## src/rtl/sort_pkg.sv

```systemverilog
// rtl/sort_pkg.sv - shared types and sizes for the sorter stream controller
package sort_pkg;
  localparam int N  = 8;
  localparam int AW = 3;
  localparam int DW = 8;

  typedef enum logic [2:0] {
    LOAD   = 3'd0,
    SETTLE = 3'd1,
    START  = 3'd2,
    WAIT   = 3'd3,
    FETCH  = 3'd4,
    EMIT   = 3'd5
  } state_t;
endpackage

```

## src/rtl/sort_stream_ctrl.sv

```systemverilog
// rtl/sort_stream_ctrl.sv - stream front end that loads, starts and drains the 8-entry byte sorter
// Optional SORT_PERF_EN adds the sort_cycles counter output.
module sort_stream_ctrl
  import sort_pkg::*;
#(
  parameter int DW     = sort_pkg::DW,
  parameter int N      = sort_pkg::N,
  parameter int RD_LAT = 2
) (
  input  logic          clk,
  input  logic          nrst,
  input  logic          in_valid,
  output logic          in_ready,
  input  logic [DW-1:0] in_data,
  output logic          out_valid,
  input  logic          out_ready,
  output logic [DW-1:0] out_data,
  output logic          out_last,
  output logic          busy,
  output logic          s_start,
  output logic          s_wr,
  output logic [AW-1:0] s_addr,
  output logic [DW-1:0] s_datain,
  input  logic [DW-1:0] s_dataout,
  input  logic          s_ready
`ifdef SORT_PERF_EN
  ,output logic [15:0]  sort_cycles
`endif
);

  localparam int LW = (RD_LAT > 1) ? $clog2(RD_LAT) : 1;

  state_t        state;
  logic [AW-1:0] count;
  logic [LW-1:0] lat;
  logic          guard;

  always_ff @(posedge clk or negedge nrst) begin
    if (!nrst) begin
      state     <= LOAD;
      count     <= '0;
      lat       <= '0;
      guard     <= 1'b0;
      in_ready  <= 1'b1;
      out_valid <= 1'b0;
      out_data  <= '0;
      out_last  <= 1'b0;
      busy      <= 1'b0;
      s_start   <= 1'b0;
      s_wr      <= 1'b0;
      s_addr    <= '0;
      s_datain  <= '0;
`ifdef SORT_PERF_EN
      sort_cycles <= '0;
`endif
    end else begin
      // Strobes are single-cycle unless a state re-asserts them.
      s_start <= 1'b0;
      s_wr    <= 1'b0;
      case (state)
        LOAD: begin
          if (in_valid && in_ready) begin
            s_wr     <= 1'b1;
            s_addr   <= count;
            s_datain <= in_data;
            busy     <= 1'b1;
            if (count == AW'(N - 1)) begin
              count    <= '0;
              in_ready <= 1'b0;
              state    <= SETTLE;
            end else begin
              count <= count + 1'b1;
            end
          end
        end
        SETTLE: state <= START;
        START: begin
          s_start <= 1'b1;
          guard   <= 1'b1;
          state   <= WAIT;
`ifdef SORT_PERF_EN
          sort_cycles <= '0;
`endif
        end
        WAIT: begin
`ifdef SORT_PERF_EN
          if (sort_cycles != 16'hFFFF) sort_cycles <= sort_cycles + 16'd1;
`endif
          // s_ready may still show idle in the cycle right after the start pulse.
          if (!s_start) begin
            if (guard) begin
              guard <= 1'b0;
            end else if (s_ready) begin
              count  <= '0;
              s_addr <= '0;
              lat    <= '0;
              state  <= FETCH;
            end
          end
        end
        FETCH: begin
          if (lat == LW'(RD_LAT - 1)) begin
            out_data  <= s_dataout;
            out_valid <= 1'b1;
            out_last  <= (count == AW'(N - 1));
            state     <= EMIT;
          end else begin
            lat <= lat + 1'b1;
          end
        end
        EMIT: begin
          if (out_ready) begin
            out_valid <= 1'b0;
            out_last  <= 1'b0;
            if (out_last) begin
              busy     <= 1'b0;
              in_ready <= 1'b1;
              count    <= '0;
              state    <= LOAD;
            end else begin
              count  <= count + 1'b1;
              s_addr <= count + 1'b1;
              lat    <= '0;
              state  <= FETCH;
            end
          end
        end
        default: state <= LOAD;
      endcase
    end
  end

endmodule
```

## config.mk

```make
export PLATFORM = sky130hd
export DESIGN_NAME = sort_stream_ctrl
export DESIGN_NICKNAME = d
export VERILOG_FILES = /design/src/rtl/sort_pkg.sv /design/src/rtl/sort_stream_ctrl.sv
export SDC_FILE = /design/constraint.sdc
export NUM_CORES = 1
export LEC_CHECK = 0
export ABC_AREA = 1
export ABC_CLOCK_PERIOD_IN_PS = 1800
export BUFFER_PORTS_ARGS = -buffer_cell sky130_fd_sc_hd__buf_2
export CORE_MARGIN = 2
export CORE_UTILIZATION = 49
export DETAILED_ROUTE_END_ITERATION = 12
export PLACE_DENSITY = 0.73
export SKIP_CTS_REPAIR_TIMING = 1
export SLEW_MARGIN = 10
export SYNTH_ARGS = -nofsm -noshare
export SYNTH_HDL_FRONTEND = slang
export SYNTH_SLANG_ARGS = --single-unit
export TNS_END_PERCENT = 10
```

## constraint.sdc

```tcl
create_clock -name clk -period 1.8 [get_ports clk]
set_input_delay 0 -clock clk [delete_from_list [all_inputs] [get_ports clk]]
set_output_delay 0 -clock clk [all_outputs]
set_load 0.02 [all_outputs]
```

Yosys cells after proc, flatten, opt, wreduce, memory -nomap -nowiden
Index checks and enable logic that the tools add are counted.
{"block": "word_totals", "ff_bits": 33, "inputBits": 21, "out_inout_bits": 25, "elab_cells": 94}
{"block": "op_classes", "addsub": 2, "eq_ne": 15, "mux": 47, "reduce_logical": 17}
{"cell": "$mux W3", "count": 18}
{"cell": "$mux W1", "count": 20}
{"cell": "$ne A2 B2 Y1 const B", "count": 9}
{"cell": "$pmux W3 S3", "count": 2}
{"cell": "$pmux W3 S6", "count": 1}
{"cell": "$reduce_and A7 Y1", "count": 2}
{"cell": "$reduce_and A6 Y1", "count": 2}
{"cell": "$pmux W1 S2", "count": 5}
{"cell": "$eq A3 B3 Y1 const B", "count": 3}
{"cell": "$eq A3 B2 Y1 const B", "count": 2}
{"cell": "$reduce_and A2 Y1", "count": 3}
{"cell": "$reduce_bool A2 Y1", "count": 3}
{"cell": "$reduce_bool A3 Y1", "count": 2}
{"cell": "$reduce_and A5 Y1", "count": 1}
{"cell": "$reduce_and A4 Y1", "count": 1}
{"cell": "$add A3 B1 Y3 const B", "count": 1}
{"cell": "$eq A3 B1 Y1 const B", "count": 1}
{"cell": "$logic_not A3 Y1", "count": 1}
{"cell": "$pmux W1 S3", "count": 1}
{"cell": "$reduce_and A3 Y1", "count": 1}
{"cell": "$add A1 B1 Y1 const B", "count": 1}
{"cell": "$logic_and A1 B1 Y1", "count": 1}

Depth between registers and ports, before layout
Gate-level depths: netlist of the first run.
{"block": "depth", "word_depth": 4, "ltp_mapped": 9, "ltp_nobuf": 9}

Least setup slack after synthesis of the first run
Ideal clock, no wire load.
{"block": "synth_path", "kind": "reg2reg", "startpoint": "register count[0]", "endpoint": "register state[2]", "arrival_ns": 1.209, "t_required_ns": 1.684, "setup_slack_ns": 0.475, "path_stages_with_launch": 9, "synth_period_minus_slack_ns": 1.325, "path_cell_list": "dfrtp_1 -> ha_1 -> ha_1 -> inv_1 -> nand3_1 -> nand3_4 -> nor2_1 -> nand2_1 -> nand2_1"}
{"block": "synth_via", "elab_chain_len": 3}
{"element": "start, declared", "line_no": "sort_stream_ctrl.sv:34", "source": "logic [AW-1:0] count;"}
{"element": "start signal, assigned", "line_no": "sort_stream_ctrl.sv:72", "source": "count <= count + 1'b1;"}
{"element": "start signal, assigned", "line_no": "sort_stream_ctrl.sv:121", "source": "count <= count + 1'b1;"}
{"element": "$eq A3 B3 Y1", "line_no": "sort_stream_ctrl.sv:67", "source": "if (count == AW'(N - 1)) begin"}
{"element": "$ne A2 B2 Y1 (no line)"}
{"element": "$reduce_and A7 Y1 (no line)"}
{"element": "end signal, assigned", "line_no": "sort_stream_ctrl.sv:70", "source": "state <= SETTLE;"}
{"element": "end signal, assigned", "line_no": "sort_stream_ctrl.sv:76", "source": "SETTLE: state <= START;"}
{"element": "end signal, assigned", "line_no": "sort_stream_ctrl.sv:80", "source": "state <= WAIT;"}
{"element": "end, declared", "line_no": "sort_stream_ctrl.sv:33", "source": "state_t state;"}
Every way passes these cells.
A chain may end at the register's enable or synchronous reset.

Worst setup path in the final report of the first run
{"block": "layout_path", "startpoint": "register state[1]", "endpoint": "register count[0]"}
{"block": "layout_via", "elab_chain_len": 3, "word_cells_on_any_way": 11, "cone_classes": "7 x eq/ne; 1 x mux; 3 x reduce/logical"}
{"element": "start signal, assigned", "line_no": "sort_stream_ctrl.sv:40", "source": "state <= LOAD;"}
{"element": "start signal, assigned", "line_no": "sort_stream_ctrl.sv:70"}
{"element": "start signal, assigned", "line_no": "sort_stream_ctrl.sv:76"}
{"element": "$eq A3 B2 Y1, or another cell as far along", "line_no": "sort_stream_ctrl.sv:60", "source": "case (state)"}
{"element": "$ne A2 B2 Y1 (no line) or $reduce_bool A3 Y1 (tied branches)"}
{"element": "$reduce_and A6 Y1 (no line)"}
Several ways; a longest one is shown, not always the timed one.

==> results of run 1 <==
## power by group through the flow
| stage | registers [mW] | logic (mW) | clock network (mW) |
|---|---|---|---|
| after floorplan | 1.57 | 1.28 | 0 |
| after global placement | 1.41 | 1.84 | 0 |
| after detailed placement | 1.40 | 1.89 | 0 |
| after CTS | 1.40 | 1.90 | 0.604 |
| after global routing | 1.45 | 2.16 | 0.635 |
| final | 1.40 | 1.92 | 0.586 |
## cell families after synthesis
logic type                 after synthesis  share of synthesized area (%)
and+or+nand+nor                        122                           38.2
DFF                                     33                           48.0
AOI/OAI and AO/OA                       19                           6.31
buffers and inverters                   19                           6.10
adders and majority gates                2                           1.45
## flip-flops by register name, summed over array words and instances (netlist names)
| name | cells |
|---|---|
| out_data | 8 |
| in_ready | 1 |
| guard | 1 |
| s_wr | 1 |
| state | 3 |
| count | 3 |
| s_start | 1 |
| lat | 1 |
| s_datain | 8 |
| out_valid | 1 |
| out_last | 1 |
| busy | 1 |
| s_addr | 3 |
## stage by stage
stage	power [mW]	instance area [um2]	setup WS [ns]	hold slack, ns
6_report	3.91	2240	0.222	0.0642
5_1_grt	4.25	2240	0.0662	0.0951
4_1_cts	3.90	2060	0.221	-0.278
3_5_place_dp	3.30	1970	0.234	0.102
3_3_place_gp	3.25	1970	0.275	0.0986
2_1_floorplan	2.84	1720	0.475	-0.296
## layout make-up
class	count	area [um2]	share of cell area [%]
flip-flops and latches	33	827	36.9
repair buffers	64	413	18.4
well taps	46	57.6	2.57
inverters	15	63.8	2.85
clock buffers	6	51.3	2.29
multi-input cells	143	792	35.3
clock inverters	2	37.5	1.67
## cells in the final DEF (no fill, tap or decap)
cell,instances
bufinv_16,1
nand2_8,1
dlygate4sd3_1,18
nand2_4,5
dfrtp_1,32
clkinvlp_4,1
clkbuf_4,5
ha_1,2
inv_6,1
o21ai_0,7
nand4_1,2
o21ai_2,3
a21boi_1,1
o21ai_1,7
inv_2,5
a21oi_1,1
nor2_2,1
dfstp_2,1
nor2_4,1
nand3_1,12
nand2_1,85
nand3_4,3
clkbuf_8,1
nand2_2,3
inv_4,1
nand3_2,3
nor2_1,3
inv_1,8
nor2_8,3
buf_2,45
buf_4,1
## layer usage
layer / vias to the layer above / global-route usage (%)
met5: - / 0
met4: 0 / 6.52
met3: 5 / 5.71
met2: 47 / 30.1
met1: 684 / 25.8
li1: 753 / -
## worst paths after layout
| kind | to | slack (ns) |
|---|---|---|
| max | count[0]$_DFFE_PN0P_ | 0.22 |
| min | state[1]$_DFFE_PN0P_ | 0.06 |
| max reg2reg | count[0]$_DFFE_PN0P_ | 0.22 |
| min reg2reg | s_datain[2]$_DFFE_PN0P_ | 0.48 |
| max in group asynchronous | count[1]$_DFFE_PN0P_ | 1.08 |
| min in group asynchronous | guard$_DFFE_PN0P_ | 0.26 |
## critical path: cells and delay by family (launching register included)
| kind | cells | cell delay (ns) |
|---|---|---|
| flops | 1 | 0.70 |
| simple gates | 4 | 0.61 |
| compound gates | 1 | 0.16 |
==> out/metrics.csv, run 1 <==
metric,value,unit
syn-num-nets,218,
root_buffer,clkbuf_4,
top_layer_used,met4,
antenna_found_initial,0,
crit_top_cell,nand3_2,
grt.total_usage,19.3,%
wl_met2,1750,um
synth_cell_types,26,
ant_nets,0,
worstPathRequired,2.02,ns
clk_pin_slew,0.10,ns
clock_sinks,33,
cp.arrival,1.80,ns
via_count,1489,
path_cells,nand3_2 -> nand3_2 -> nand2_4 -> o21ai_1 -> nand2_1,
power.switching,1.83,mW
reg2regPathDepth,5,
drt_iter0_drc,44,
crit_path_max_incr_delay,0.70,ns
syn2layout_area_growth,30.0,%
start_util,51.3,%
wl_met3,223,um
cts_tree,done,
min_period,1.58,ns
power.static_leakage,1.26,nW
place.gp.congestion,0.828,
p_sw_share,46.7,%
rsz0062_at_grt,false,
finalSetupViolations,0,
dp.cells,283,
maxCapViolCount,0,
synthCells,195,
ys.flop_type,dfrtp_1,
ys_warn_count,0,
synth_edf_count,0,
fill_cells,295,
ys_seq_area_share,48.0,%
endpoint_kind,flip-flop,
met1Wirelength,1710,um
synth_top_area_share,46.4,%
core,3360,um2
die_h,63.3,um
worstMarginPinSlew,0.705,ns
die_area,4010,um2
reg2reg_from,state[1]$_DFFE_PN0P_,
critPathSlowestCell,dfrtp_1,
p_int,2.08,mW
fmax,0.634,GHz
final_util,66.7,%
power_frac_comb,49.1,%
stdcell_count,309,
holdPathStages,4,
grt_max_degree,34,
cp-startpoint,state[1]$_DFFE_PN0P_,
drc,0,
power_frac_clock,15.0,%
rows,21,
vdd_drop_max,0.000899,V
cts_buffer_depth,2,
yosysTopAreaCell,dfrtp_1,
grt_pass1_vias,1395,
slew_headroom,53.0,%
cts_buffers,5,
status,"finished, final reports clean",
syn_avg_cell_area,8.84,um2
pwr-share-seq,35.9,%
yosysMostFrequentCell,nand2_1,
final_nets,285,
hold_violations,0,
routed_wl,3730,um
pwr_density_cell,1740,nW/um2
syn_area,1720,um2
drive_gt1_share,32.3,%
min_from,s_ready,
critical_path.startpoint_type,flip-flop,
criticalPathCategory,reg2reg,
slew_viol_final,0,
first_pass_iters,4,
clk_latency,0.33,ns
ys_top_cells_by_area,"dfrtp_1, nand2_1, nand3_1, nor2_8, nand2_4",
port_buffers,45,
die_w,63.3,um
synth_commonest_cells,"nand2_1, dfrtp_1, nand3_1",
htreeDepth,2,
post_drt_wl_per_cell,12.1,um
path_max_fanout,8,
synth.ff_latch_count,33,
ioPinCount,46,
routed_via_density,4.82,
dp_hpwl,2450,um
fin_setup_tns,0,ns
skew,0.00688,ns
overflow,0,
fin_crit_sh,87.6,%
async_reset_ff_share,100,%
grt_pass1_wl,6090,um
diodes,0,
hp-class,in2reg,
Note: power is estimated with default switching activity, not from simulation.
==> inputs of run 2 (changes only) <==
ABC_CLOCK_PERIOD_IN_PS = 1300   (was 1800)
CORE_UTILIZATION = 47   (was 49)
clock period = 1.3 ns   (was 1.8 ns; I/O delays follow)
==> run 2 against run 1 <==
Net effect: critical path depth is 4 higher; sequential cell count did not move; largest power group unchanged; the run now ends with negative setup slack left; count of clock-buffer cells in the layout is the same; highest routed layer unchanged.
==> out/metrics.csv, run 2 (synthesis results as in run 1) <==
metric,value,unit
finalSetupViolations,10,
status,finished with violations,
crit_path_max_incr_delay,0.42,ns
grt_pass1_vias,1414,
diodes,0,
die_area,4170,um2
setup_slack,-0.0462,ns
totalPowerFinal,6.11,mW
reg2reg_from,state[0]$_DFFE_PN0P_,
p_sw_share,43.5,%
critPathSlowestCell,dfrtp_1,
clk_pin_slew,0.07,ns
routed_wl,3920,um
cts_buffers,5,
vdd_drop_max,0.00135,V
place_area,2160,um2
overflow,0,
grt.total_usage,20.1,%
critPathTopFamily,simple AND/OR/NAND/NOR gates,
path_max_fanout,4,
crit_top_cell,nand2_1,
antenna_found_initial,0,
violations,negative setup slack,
design_area,2520,um2
syn2layout_area_growth,45.9,%
die_w,64.6,um
root_buffer,clkbuf_8,
post_drt_wl_per_cell,11.7,um
grt_pass1_wl,6370,um
power_frac_comb,54.1,%
cts_tree,done,
power_frac_clock,16.4,%
hp-class,in2reg,
first_pass_iters,4,
fin_setup_tns,-0.207,ns
start_util,47.8,%
power.static_leakage,1.40,nW
slew_viol_final,0,
p_int,3.45,mW
fin_crit_sh,104,%
min_from,out_ready,
cp-startpoint,state[0]$_DFFE_PN0P_,
cp.arrival,1.52,ns
cts_buffer_depth,2,
final_util,69.8,%
worstPathRequired,1.47,ns
ant_nets,0,
ioPinCount,46,
largestRegisters,"out_data (8), s_datain (8)",
path_cells,buf_4 -> nand2_2 -> nor2_1 -> o21ai_2 -> nand2_1 -> inv_1 -> nand2_2 -> nand2_1 -> nand2_1,
clock_sinks,33,
worstMarginPinSlew,0.372,ns
power.switching,2.66,mW
layout_common_cells,"nand2_1, buf_2, dfrtp_1",
port_buffers,45,
grt_max_degree,20,
skew,0.00536,ns
rows,22,
pwr_density_cell,2430,nW/um2
hold_violations,0,
drive_gt1_share,40.8,%
slew_headroom,75.2,%
layout_commonest_cell,nand2_1,
routed_via_density,4.70,
core,3610,um2
clk_latency,0.29,ns
rsz0062_at_grt,true,
timing.critical_path.buf_inv,2,
fmax,0.743,GHz
critical_path.startpoint_type,flip-flop,
drt_iter0_drc,37,
min_period,1.35,ns
endpoint_kind,flip-flop,
dp_hpwl,2720,um
die_h,64.6,um
pwr-share-seq,29.5,%
criticalPathCategory,reg2reg,
final_nets,309,
place.gp.congestion,0.840,
post-place-ws,-0.0965,ns
htreeDepth,2,
drc,0,
via_count,1575,
maxCapViolCount,0,
[run 2: layout make-up]
class,instances,area [um2]
fill,287,1090
sequential,33,828
multi-input combinational,143,810
timing repair buffer,88,634
clock buffer,6,82.6
inverter,15,63.8
tap,48,60.1
clock inverter,2,37.5
[run 2: final timing paths]
kind	endpoint	slack [ns]	cells past startpoint
max	state[0]$_DFFE_PN0P_	-0.05	9
min	in_ready$_DFFE_PN1P_	0.002	3
max reg2reg	state[0]$_DFFE_PN0P_	-0.05	9
min reg2reg	s_datain[7]$_DFFE_PN0P_	0.47	2
max in group asynchronous	state[1]$_DFFE_PN0P_	0.71	3
min in group asynchronous	s_addr[2]$_DFFE_PN0P_	0.16	2
[run 2: per-stage QoR]
step,hold WS (ns),instances
floorplan,-0.296,195
detailed placement,-0.0625,306
global placement,-0.0594,306
finish,0.00238,335
CTS,-0.372,314
global route,0.0365,335
[run 2: layer usage]
layer / vias to the layer above / wire length [um] / GRT usage [%]
met5: - / 0 / 0
li1: 801 / - / -
met2: 51 / 1900 / 30.9
met4: 0 / 57 / 7.98
met3: 7 / 237 / 6.94
met1: 716 / 1720 / 26.1
[run 2: tightest hold or removal path, cell delays in order]
cell and delay [ns]:
buf_2 0.10, nand3_1 0.10, nand2_1 0.07
[run 2: power by group through the flow]
| stage | combinational, mW | sequential, mW | clock, mW |
|---|---|---|---|
| after floorplan | 1.78 | 2.17 | 0 |
| final | 3.30 | 1.80 | 1.00 |
| after detailed placement | 3.15 | 1.80 | 0 |
| after global placement | 3.07 | 1.80 | 0 |
| after global routing | 3.69 | 1.86 | 1.07 |
| after CTS | 3.16 | 1.80 | 1.02 |
==> inputs of run 3 (changes only) <==
==> constraint.sdc (replaced) <==
create_clock -name clk -period 1.3 [get_ports clk]
set_input_delay 0.195 -clock clk [delete_from_list [all_inputs] [get_ports clk]]
set_output_delay 0.195 -clock clk [all_outputs]
set_load 0.02 [all_outputs]
==> run 3 against run 2 <==
Net effect: the flow still finishes with violations (negative setup slack); global-route usage increased by 0.31 points; non-clock buffer count decreased by 19; largest power group unchanged; die area unchanged; maximum frequency decreased by 2.8%.
==> out/metrics.csv, run 3 (synthesis results as in run 1) <==
metric,value,unit
status,finished with violations,
violations,negative setup slack,
die_w,64.6,um
die_area,4170,um2
power_frac_comb,56.8,%
path_cells,buf_6 -> nor2_8 -> buf_12 -> nand2_8 -> nor2_8 -> inv_6 -> nand2_1 -> nand2_2,
min_period,1.39,ns
maxCapViolCount,0,
grt.total_usage,20.4,%
via_count,1514,
ioPinCount,46,
htreeDepth,2,
final_nets,291,
drt_iter0_drc,50,
layout_commonest_cell,nand2_1,
fin_crit_sh,107,%
diodes,0,
skew,0.00595,ns
worstPathRequired,1.47,ns
stdcell_count,317,
post-place-ws,-0.0950,ns
path_max_fanout,10,
timing.hold.ws,0.108,ns
core,3610,um2
first_pass_iters,4,
reg2regPathDepth,8,
root_buffer,clkbuf_8,
routed_via_density,4.78,
drc,0,
rows,22,
critPathTopFamily,simple AND/OR/NAND/NOR gates,
crit_top_cell,nor2_8,
power.switching,2.72,mW
pwr-share-seq,30.7,%
critical_path.startpoint_type,flip-flop,
p_int,3.17,mW
start_util,47.8,%
die_h,64.6,um
antenna_found_initial,0,
slew_viol_final,0,
grt_pass1_wl,6610,um
final_util,64.7,%
finalSetupViolations,18,
cts_tree,done,
power_frac_clock,12.5,%
rsz0062_at_grt,true,
r2r_end,out_data[5]$_DFFE_PN0P_,
criticalPathCategory,reg2reg,
critPathSlowestCell,dfrtp_1,
worstMarginPinSlew,0.275,ns
vdd_drop_max,0.00117,V
regToRegSetupSlack,-0.09,ns
layout_common_cells,"nand2_1, buf_2, dfrtp_1",
fmax,0.722,GHz
place_area,2160,um2
grt_pass1_vias,1499,
syn2layout_area_growth,35.3,%
clk_latency,0.28,ns
crit_end,out_data[5]$_DFFE_PN0P_,
dp_hpwl,2750,um
ant_nets,0,
hold_violations,0,
drive_gt1_share,43.5,%
timing.critical_path.buf_inv,3,
grt_max_degree,25,
overflow,0,
dp.cells,304,
crit_path_max_incr_delay,0.42,ns
clock_sinks,33,
setup_slack,-0.0856,ns
power.static_leakage,1.30,nW
reg2reg_from,state[0]$_DFFE_PN0P_,
cp-startpoint,state[0]$_DFFE_PN0P_,
cts_buffer_depth,2,
clk_pin_slew,0.07,ns
cp.arrival,1.56,ns
routed_wl,3760,um
largestRegisters,"out_data (8), s_datain (8)",
path_depth,8,
place.gp.congestion,0.856,
pwr_density_cell,2530,nW/um2
design_area,2330,um2
post_drt_wl_per_cell,11.9,um
cts_buffers,5,
slew_headroom,81.6,%
hp-class,in2reg,
port_buffers,45,
p_sw_share,46.2,%
endpoint_kind,flip-flop,
## run 3: layout make-up
type | instances | area (um2)
flip-flops and latches | 33 | 828
clock inverters | 2 | 10.0
inverters | 15 | 66.3
clock buffers | 6 | 72.6
fillers | 317 | 1270
multi-input cells | 144 | 838
repair buffers | 69 | 457
well taps | 48 | 60.1
## run 3: worst min path at each step
| stage | end | start | cells after the start |
|---|---|---|---|
| 2_1_floorplan | busy$_DFFE_PN0P_ | nrst | 0 |
| 3_3_place_gp | s_start$_DFF_PN0_ | nrst | 1 |
| 3_5_place_dp | guard$_DFFE_PN0P_ | nrst | 1 |
| 4_1_cts | guard$_DFFE_PN0P_ | nrst | 1 |
| 5_1_grt | s_datain[5]$_DFFE_PN0P_ | in_data[5] | 3 |
| 6_report | out_data[4]$_DFFE_PN0P_ | s_dataout[4] | 3 |
## run 3: metal layers
layer  vias up  part of all wire, %  GRT usage, %
met5         -                    0             0
met4         0                 0.98          3.99
met3         5                  6.0          5.56
met2        48                   49          34.0
met1       693                   44          26.9
li1        768                    -             -
## run 3: stage by stage
step	TNS, ns	power, mW
global placement	-0.503	4.88
CTS	-1.66	5.73
detailed placement	-1.21	4.97
floorplan	0	3.94
finish	-0.887	5.89
global route	-3.35	6.40
## run 3: tightest hold or removal path: stages
cell	delay, ns
buf_2	0.07
nand2_1	0.04
nand2_1	0.05
## run 3: power by group through the flow
stage	clock, mW	sequential, mW	combinational [mW]
after floorplan	0	2.17	1.78
after global placement	0	1.80	3.08
after detailed placement	0	1.81	3.16
after CTS	0.756	1.80	3.18
after global routing	0.804	1.87	3.72
final	0.738	1.81	3.35
